File: src/rtl/btn_event_pkg.sv
// Shared definitions for the button event controller.
// Holds the parameter defaults, the queued event record {id, press} and the
// record width used to size the event FIFO.
package btn_event_pkg;

    localparam int N_BTN_DEF        = 4;
    localparam int TICK_DIV_DEF     = 1000;
    localparam int STABLE_TICKS_DEF = 100;
    localparam int FIFO_DEPTH_DEF   = 4;

    // The id field is sized for the largest supported button count (8).
    localparam int EVT_ID_W = 3;

    typedef struct packed {
        logic [EVT_ID_W-1:0] id;
        logic                press;
    } btn_evt_t;

    localparam int EVT_W = $bits(btn_evt_t);

endpackage

File: src/rtl/btn_evt_fifo.sv
// Show-ahead synchronous FIFO for button events.
// Ports:
//   clk, rst   - clock, synchronous active-high reset
//   push, din  - write request and data (ignored while full)
//   pop        - read request (ignored while empty)
//   dout       - head entry, meaningful whenever valid = 1
//   valid      - FIFO non-empty
//   full       - FIFO full, from the registered occupancy count
module btn_evt_fifo
    import btn_event_pkg::*;
#(
    parameter int DEPTH = FIFO_DEPTH_DEF,
    parameter int WIDTH = EVT_W
) (
    input  logic             clk,
    input  logic             rst,
    input  logic             push,
    input  logic [WIDTH-1:0] din,
    input  logic             pop,
    output logic [WIDTH-1:0] dout,
    output logic             valid,
    output logic             full
);

    localparam int AW = $clog2(DEPTH);
    localparam int CW = AW + 1;

    logic [WIDTH-1:0] mem_r [DEPTH];
    logic [AW-1:0]    wr_ptr_r;
    logic [AW-1:0]    rd_ptr_r;
    logic [CW-1:0]    count_r;
    logic             do_push_s;
    logic             do_pop_s;

    // Status and handshake qualification; a same-cycle pop never frees room for a push
    always_comb begin
        full      = (count_r == CW'(DEPTH));
        valid     = (count_r != '0);
        do_push_s = push & ~full;
        do_pop_s  = pop & valid;
        dout      = mem_r[rd_ptr_r];
    end

    // Entry storage; contents are only observed while valid, so no reset needed
    always_ff @(posedge clk) begin
        if (do_push_s) begin
            mem_r[wr_ptr_r] <= din;
        end
    end

    // Pointer and occupancy bookkeeping (power-of-two depth wraps naturally)
    always_ff @(posedge clk) begin
        if (rst) begin
            wr_ptr_r <= '0;
            rd_ptr_r <= '0;
            count_r  <= '0;
        end else begin
            if (do_push_s) begin
                wr_ptr_r <= wr_ptr_r + AW'(1);
            end
            if (do_pop_s) begin
                rd_ptr_r <= rd_ptr_r + AW'(1);
            end
            case ({do_push_s, do_pop_s})
                2'b10:   count_r <= count_r + CW'(1);
                2'b01:   count_r <= count_r - CW'(1);
                default: count_r <= count_r;
            endcase
        end
    end

endmodule

File: src/rtl/btn_event_ctrl.sv
// Button debouncer and press/release event queue.
// Raw buttons are synchronised, debounced on a prescaled tick, and each
// accepted level change becomes a pending event; a round-robin arbiter moves
// pending events into a show-ahead FIFO read by the consumer.
// Ports:
//   clk, rst               - clock, synchronous active-high reset
//   btn_in[N_BTN]          - raw asynchronous button levels
//   btn_level[N_BTN]       - debounced levels
//   evt_valid / evt_ready  - event queue handshake (pop on valid && ready)
//   evt_id, evt_press      - head event: button index, 1 = press / 0 = release
//   overflow, clr_overflow - sticky lost-event flag and its clear
module btn_event_ctrl
    import btn_event_pkg::*;
#(
    parameter int N_BTN        = N_BTN_DEF,
    parameter int TICK_DIV     = TICK_DIV_DEF,
    parameter int STABLE_TICKS = STABLE_TICKS_DEF,
    parameter int FIFO_DEPTH   = FIFO_DEPTH_DEF
) (
    input  logic                     clk,
    input  logic                     rst,
    input  logic [N_BTN-1:0]         btn_in,
    output logic [N_BTN-1:0]         btn_level,
    output logic                     evt_valid,
    input  logic                     evt_ready,
    output logic [$clog2(N_BTN)-1:0] evt_id,
    output logic                     evt_press,
    output logic                     overflow,
    input  logic                     clr_overflow
);

    localparam int IDX_W = $clog2(N_BTN);
    localparam int PRE_W = $clog2(TICK_DIV);
    localparam int CNT_W = $clog2(STABLE_TICKS);

    logic [N_BTN-1:0] sync1_r;
    logic [N_BTN-1:0] sync2_r;
    logic [N_BTN-1:0] level_r;
    logic [N_BTN-1:0] pending_r;
    logic [N_BTN-1:0] pdir_r;
    logic [PRE_W-1:0] presc_r;
    logic [CNT_W-1:0] stab_cnt_r [N_BTN];
    logic [IDX_W-1:0] rr_ptr_r;
    logic             overflow_r;

    logic             tick_s;
    logic [N_BTN-1:0] diff_s;
    logic [N_BTN-1:0] toggle_s;
    logic [N_BTN-1:0] grant_vec_s;
    logic [IDX_W-1:0] grant_idx_s;
    logic             grant_valid_s;
    logic             ovf_set_s;
    logic             fifo_full_s;
    logic             fifo_valid_s;
    btn_evt_t         push_evt_s;
    btn_evt_t         head_evt_s;

    // Sample tick and per-button debounce decision
    always_comb begin
        tick_s = (presc_r == PRE_W'(TICK_DIV - 1));
        diff_s = sync2_r ^ level_r;
        for (int i = 0; i < N_BTN; i++) begin
            toggle_s[i] = tick_s & diff_s[i] & (stab_cnt_r[i] == CNT_W'(STABLE_TICKS - 1));
        end
    end

    // Round-robin grant: lowest pending index at or after rr_ptr, else lowest overall
    always_comb begin
        grant_idx_s = '0;
        for (int i = N_BTN - 1; i >= 0; i--) begin
            grant_idx_s = pending_r[i] ? IDX_W'(i) : grant_idx_s;
        end
        for (int i = N_BTN - 1; i >= 0; i--) begin
            grant_idx_s = (pending_r[i] && (IDX_W'(i) >= rr_ptr_r)) ? IDX_W'(i) : grant_idx_s;
        end
        grant_valid_s = (|pending_r) & ~fifo_full_s;
        grant_vec_s   = '0;
        if (grant_valid_s) begin
            grant_vec_s[grant_idx_s] = 1'b1;
        end else begin
            grant_vec_s = '0;
        end
        push_evt_s.id    = EVT_ID_W'(grant_idx_s);
        push_evt_s.press = pdir_r[grant_idx_s];
        // A toggle on a button whose pending event is leaving this cycle is not a loss
        ovf_set_s = |(toggle_s & pending_r & ~grant_vec_s);
    end

    // Prescaler producing one tick every TICK_DIV cycles
    always_ff @(posedge clk) begin
        if (rst) begin
            presc_r <= '0;
        end else if (tick_s) begin
            presc_r <= '0;
        end else begin
            presc_r <= presc_r + PRE_W'(1);
        end
    end

    // Synchronisers, stability counters and debounced levels
    always_ff @(posedge clk) begin
        if (rst) begin
            sync1_r <= '0;
            sync2_r <= '0;
            level_r <= '0;
            for (int i = 0; i < N_BTN; i++) begin
                stab_cnt_r[i] <= '0;
            end
        end else begin
            sync1_r <= btn_in;
            sync2_r <= sync1_r;
            level_r <= level_r ^ toggle_s;
            for (int i = 0; i < N_BTN; i++) begin
                if (!diff_s[i] || toggle_s[i]) begin
                    stab_cnt_r[i] <= '0;
                end else if (tick_s) begin
                    stab_cnt_r[i] <= stab_cnt_r[i] + CNT_W'(1);
                end else begin
                    stab_cnt_r[i] <= stab_cnt_r[i];
                end
            end
        end
    end

    // Pending flags and directions; a new toggle outranks a same-cycle grant
    always_ff @(posedge clk) begin
        if (rst) begin
            pending_r <= '0;
            pdir_r    <= '0;
        end else begin
            for (int i = 0; i < N_BTN; i++) begin
                if (toggle_s[i]) begin
                    pending_r[i] <= 1'b1;
                    pdir_r[i]    <= ~level_r[i];
                end else if (grant_vec_s[i]) begin
                    pending_r[i] <= 1'b0;
                end else begin
                    pending_r[i] <= pending_r[i];
                end
            end
        end
    end

    // Round-robin pointer advances past each granted index
    always_ff @(posedge clk) begin
        if (rst) begin
            rr_ptr_r <= '0;
        end else if (grant_valid_s) begin
            rr_ptr_r <= (grant_idx_s == IDX_W'(N_BTN - 1)) ? '0 : grant_idx_s + IDX_W'(1);
        end else begin
            rr_ptr_r <= rr_ptr_r;
        end
    end

    // Sticky overflow flag; a new loss outranks a clear in the same cycle
    always_ff @(posedge clk) begin
        if (rst) begin
            overflow_r <= 1'b0;
        end else if (ovf_set_s) begin
            overflow_r <= 1'b1;
        end else if (clr_overflow) begin
            overflow_r <= 1'b0;
        end else begin
            overflow_r <= overflow_r;
        end
    end

    btn_evt_fifo #(
        .DEPTH (FIFO_DEPTH),
        .WIDTH (EVT_W)
    ) u_fifo (
        .clk   (clk),
        .rst   (rst),
        .push  (grant_valid_s),
        .din   (push_evt_s),
        .pop   (evt_ready),
        .dout  (head_evt_s),
        .valid (fifo_valid_s),
        .full  (fifo_full_s)
    );

    assign btn_level = level_r;
    assign evt_valid = fifo_valid_s;
    assign evt_id    = IDX_W'(head_evt_s.id);
    assign evt_press = head_evt_s.press;
    assign overflow  = overflow_r;

endmodule
File: config.mk
export PLATFORM = sky130hd
export DESIGN_NAME = btn_event_ctrl
export DESIGN_NICKNAME = d
export VERILOG_FILES = /design/src/rtl/btn_event_pkg.sv /design/src/rtl/btn_evt_fifo.sv /design/src/rtl/btn_event_ctrl.sv
export SDC_FILE = /design/constraint.sdc
export NUM_CORES = 1
export LEC_CHECK = 0
export BUFFER_PORTS_ARGS = -buffer_cell sky130_fd_sc_hd__buf_4
export CAP_MARGIN = 25
export CORE_MARGIN = 2
export CORE_UTILIZATION = 33
export CTS_CLUSTER_SIZE = 14
export DETAILED_ROUTE_END_ITERATION = 6
export HOLD_SLACK_MARGIN = 0.08
export PLACE_DENSITY = 0.57
export SYNTH_ARGS = -nofsm -noshare
export SYNTH_HDL_FRONTEND = slang
export SYNTH_SLANG_ARGS = --single-unit
File: constraint.sdc
create_clock -name clk -period 6.8 [get_ports clk]
set_clock_uncertainty 0.1 [all_clocks]
set_input_delay 0.68 -clock clk [delete_from_list [all_inputs] [get_ports clk]]
set_output_delay 0.68 -clock clk [all_outputs]
set_load 0.1 [all_outputs]
==> key figures <==
Global routing
  • Gr usage total: 0.109
  • Largest net degree at the start of global routing: 37
  • Global-route wire length before repair: 10,300 µm
  • Initial antenna violation count: 0
  • GRT overflow: 0
  • Vias in the first global route: 2,216

Floorplan
  • Chip width: 109 µm
  • Initial Utilization: 0.338
  • Die Span Y: 109 µm
  • Row cnt: 38
  • Core footprint: 0.0108 mm²
  • Die footprint: 0.0119 mm²
  • I/O pins: 17

STA
  • RSZ-0062 raised after global routing: no
  • Fin crit share: 0.344
  • Max-slew violations: 0
  • Fmax: 427 MHz
  • Worst slew margin: 0.624
  • Min cycle time layout: 2.34 ns
  • Tightest Pin Transition: 0.562 ns
  • Final hold violations: 0
  • # setup viols final: 0
  • Final setup TNS: 0 ns
  • Hold WS: 0.339 ns

Logic synthesis
  • Synth area leader: edfxtp_1
  • Top cells by area, synth: edfxtp_1 33%, dfxtp_1 23%, nor2_1 6.2%
  • Register bit count reported by yosys: 82
  • Avg Inst Size Synth: 11.2 µm²
  • Post-Syn Area: 0.00365 mm²
  • Top cell type's share of synthesized area: 0.329
  • Post-synth ARST share: 0
  • EDFF count, synth: 40
  • Syn Nets: 346
  • Synth Flop Type: dfxtp_1
  • Sequential area share after synthesis: 0.560
  • YS warnings: 0
  • Mapped Cells: 325
  • Yosys cell types: 44

Power
  • PwrDens: 219 mW/mm²
  • LEAKAGE: 1.51 nW
  • Worst vdd ir: 0.0826 mV

Clock tree
  • # clock sinks: 82
  • Clock-pin transition on the worst setup and hold timing paths: 0.09 ns
  • Post-CTS Repair Setup Buffers: 0
  • Worst skew pair latency: 0.34 ns
  • CTS buffer count: 9
  • Htree depth: 3
  • PostCTS Resize Cnt: 0
  • Hold_buf cts: 0
  • Clock Tree Buf Depth: 2
  • CTS root buf: clkbuf_8
  • CTS tree: yes

Setup path
  • Worst reg2reg startpoint: pending_r[3]
  • Critical Path RT: 6.02 ns
  • Endpoint class of the critical path: output pin
  • CP endpoint: evt_press
  • Crit Path Class: reg2out
  • Maximum fanout along the worst path: 3
  • R2R setup slack: 4.47 ns
  • R2R cell count: 9
  • Arr. time, crit path: 1.56 ns
  • Startpoint types: flip-flop
  • R2R Path End: u_fifo.count_r[2]

Routing
  • DRT Wirelength: 5970 µm
  • Drt pass-1 iters: 4
  • DRC viols: 0
  • Initial drt markers: 193
  • Avg WL per Cell: 12.2 µm
  • Vias per inst: 4.61
  • Vias: 2,263
  • Post-DRT Antenna Nets: 0

Final layout
  • Nets@finish: 367
  • Core Util, Final: 0.383
  • Layout cells sized above 1: 0.120
  • P&R area growth vs syn: 13.4%
  • Diode count: 0

Run status
  • Status: finished, final reports clean

Min path
  • HP Class: reg2reg
  • Hold Path Depth: 1

Placement
  • IO buf count: 16
  • HPWL after DPL: 4210 µm
  • RD Place Congestion: 0.810

Flow run
  • Max-cap viol count: 0
## cells by family after synthesis
group | count (synthesis) | share of synthesized area
AOI/OAI and AO/OA | 27 | 0.0518
muxes | 9 | 0.0350
and+or+nand+nor | 133 | 0.187
adders and majority gates | 13 | 0.0467
buffers and inverters | 20 | 0.0209
DFF | 82 | 0.560
xor gates and xnor gates | 41 | 0.0985
## layout by cell type, fill, tap and decap left out, types with 12 or more instances in the layout
cell / count
nand3_1: 17
xor2_1: 18
buf_4: 16
nor2_1: 60
dfxtp_1: 42
and3_1: 12
inv_1: 14
xnor2_1: 23
ha_1: 12
edfxtp_1: 40
## cell usage after synthesis, types with 2 or more instances
cell type,instances
o31ai_1,2
o21ai_0,3
inv_1,14
or3_1,2
xor2_1,18
nor2b_1,10
and2_1,7
nand3_1,17
clkbuf_1,5
a21boi_0,2
mux4_2,3
a21oi_1,6
o311ai_0,2
xnor2_1,23
nand2_1,7
mux2i_1,6
nand2b_1,2
o21ba_2,2
a211oi_1,5
nor4b_1,3
dfxtp_1,42
nor2_1,60
edfxtp_1,40
and3_1,12
ha_1,12
nor2_2,2
## sequential cells by signal (all words and copies together), names as in the netlist, named ones only
signal / cells
sync1_r: 4
pending_r: 4
u_fifo.wr_ptr_r: 2
stab_cnt_r: 28
presc_r: 10
u_fifo.mem_r: 12
btn_level: 4
rr_ptr_r: 2
overflow: 1
u_fifo.count_r: 3
sync2_r: 4
pdir_r: 4
u_fifo.rd_ptr_r: 2
## power breakdown
group / internal [W] / total [W] / switching [W]
clock: 0.000188 / 0.000362 / 0.000174
combinational: 0.00000862 / 0.0000184 / 0.00000983
sequential: 0.000522 / 0.000527 / 0.00000538
total: 0.000718 / 0.000908 / 0.000190
## area by class of cell
type / count / area (µm²)
clock inverters: 4 / 30.0
repair buffers: 16 / 120
clock buffers: 12 / 188
fillers: 1041 / 6660
multi-input cells: 223 / 1530
inverters: 14 / 52.6
well taps: 140 / 175
flip-flops and latches: 82 / 2040
## critical path: stages, from the launching register on
cell,delay [ns]
dfxtp_1,0.44
mux4_2,0.53
buf_4,0.25
## how the worst min path moves through the flow
| stage | from | end |
|---|---|---|
| after floorplan | sync1_r[0] | sync2_r[0] |
| after global placement | sync1_r[2] | sync2_r[2] |
| after detailed placement | sync1_r[3] | sync2_r[3] |
| after CTS | sync1_r[3] | sync2_r[3] |
| after global routing | sync1_r[3] | sync2_r[3] |
| final | sync1_r[3] | sync2_r[3] |
## through the flow
stage / instances / power, W / setup slack (ns) / area, µm²
2_1_floorplan: 325 / 0.000551 / 4.11 / 3650
3_3_place_gp: 475 / 0.000557 / 4.51 / 3920
3_5_place_dp: 475 / 0.000557 / 4.47 / 3920
4_1_cts: 491 / 0.000921 / 4.40 / 4140
5_1_grt: 491 / 0.000948 / 4.31 / 4140
6_report: 491 / 0.000908 / 4.46 / 4140
## routing by layer
metal | wire length [µm] | global-route usage | vias to the layer above
met5 | 0 | 0 | -
met1 | 3030 | 0.151 | 1059
met4 | 97 | 0.0476 | 0
met2 | 2670 | 0.165 | 25
li1 | - | - | 1171
met3 | 172 | 0.0233 | 8
No activity file was read; power rests on OpenSTA's default activity.
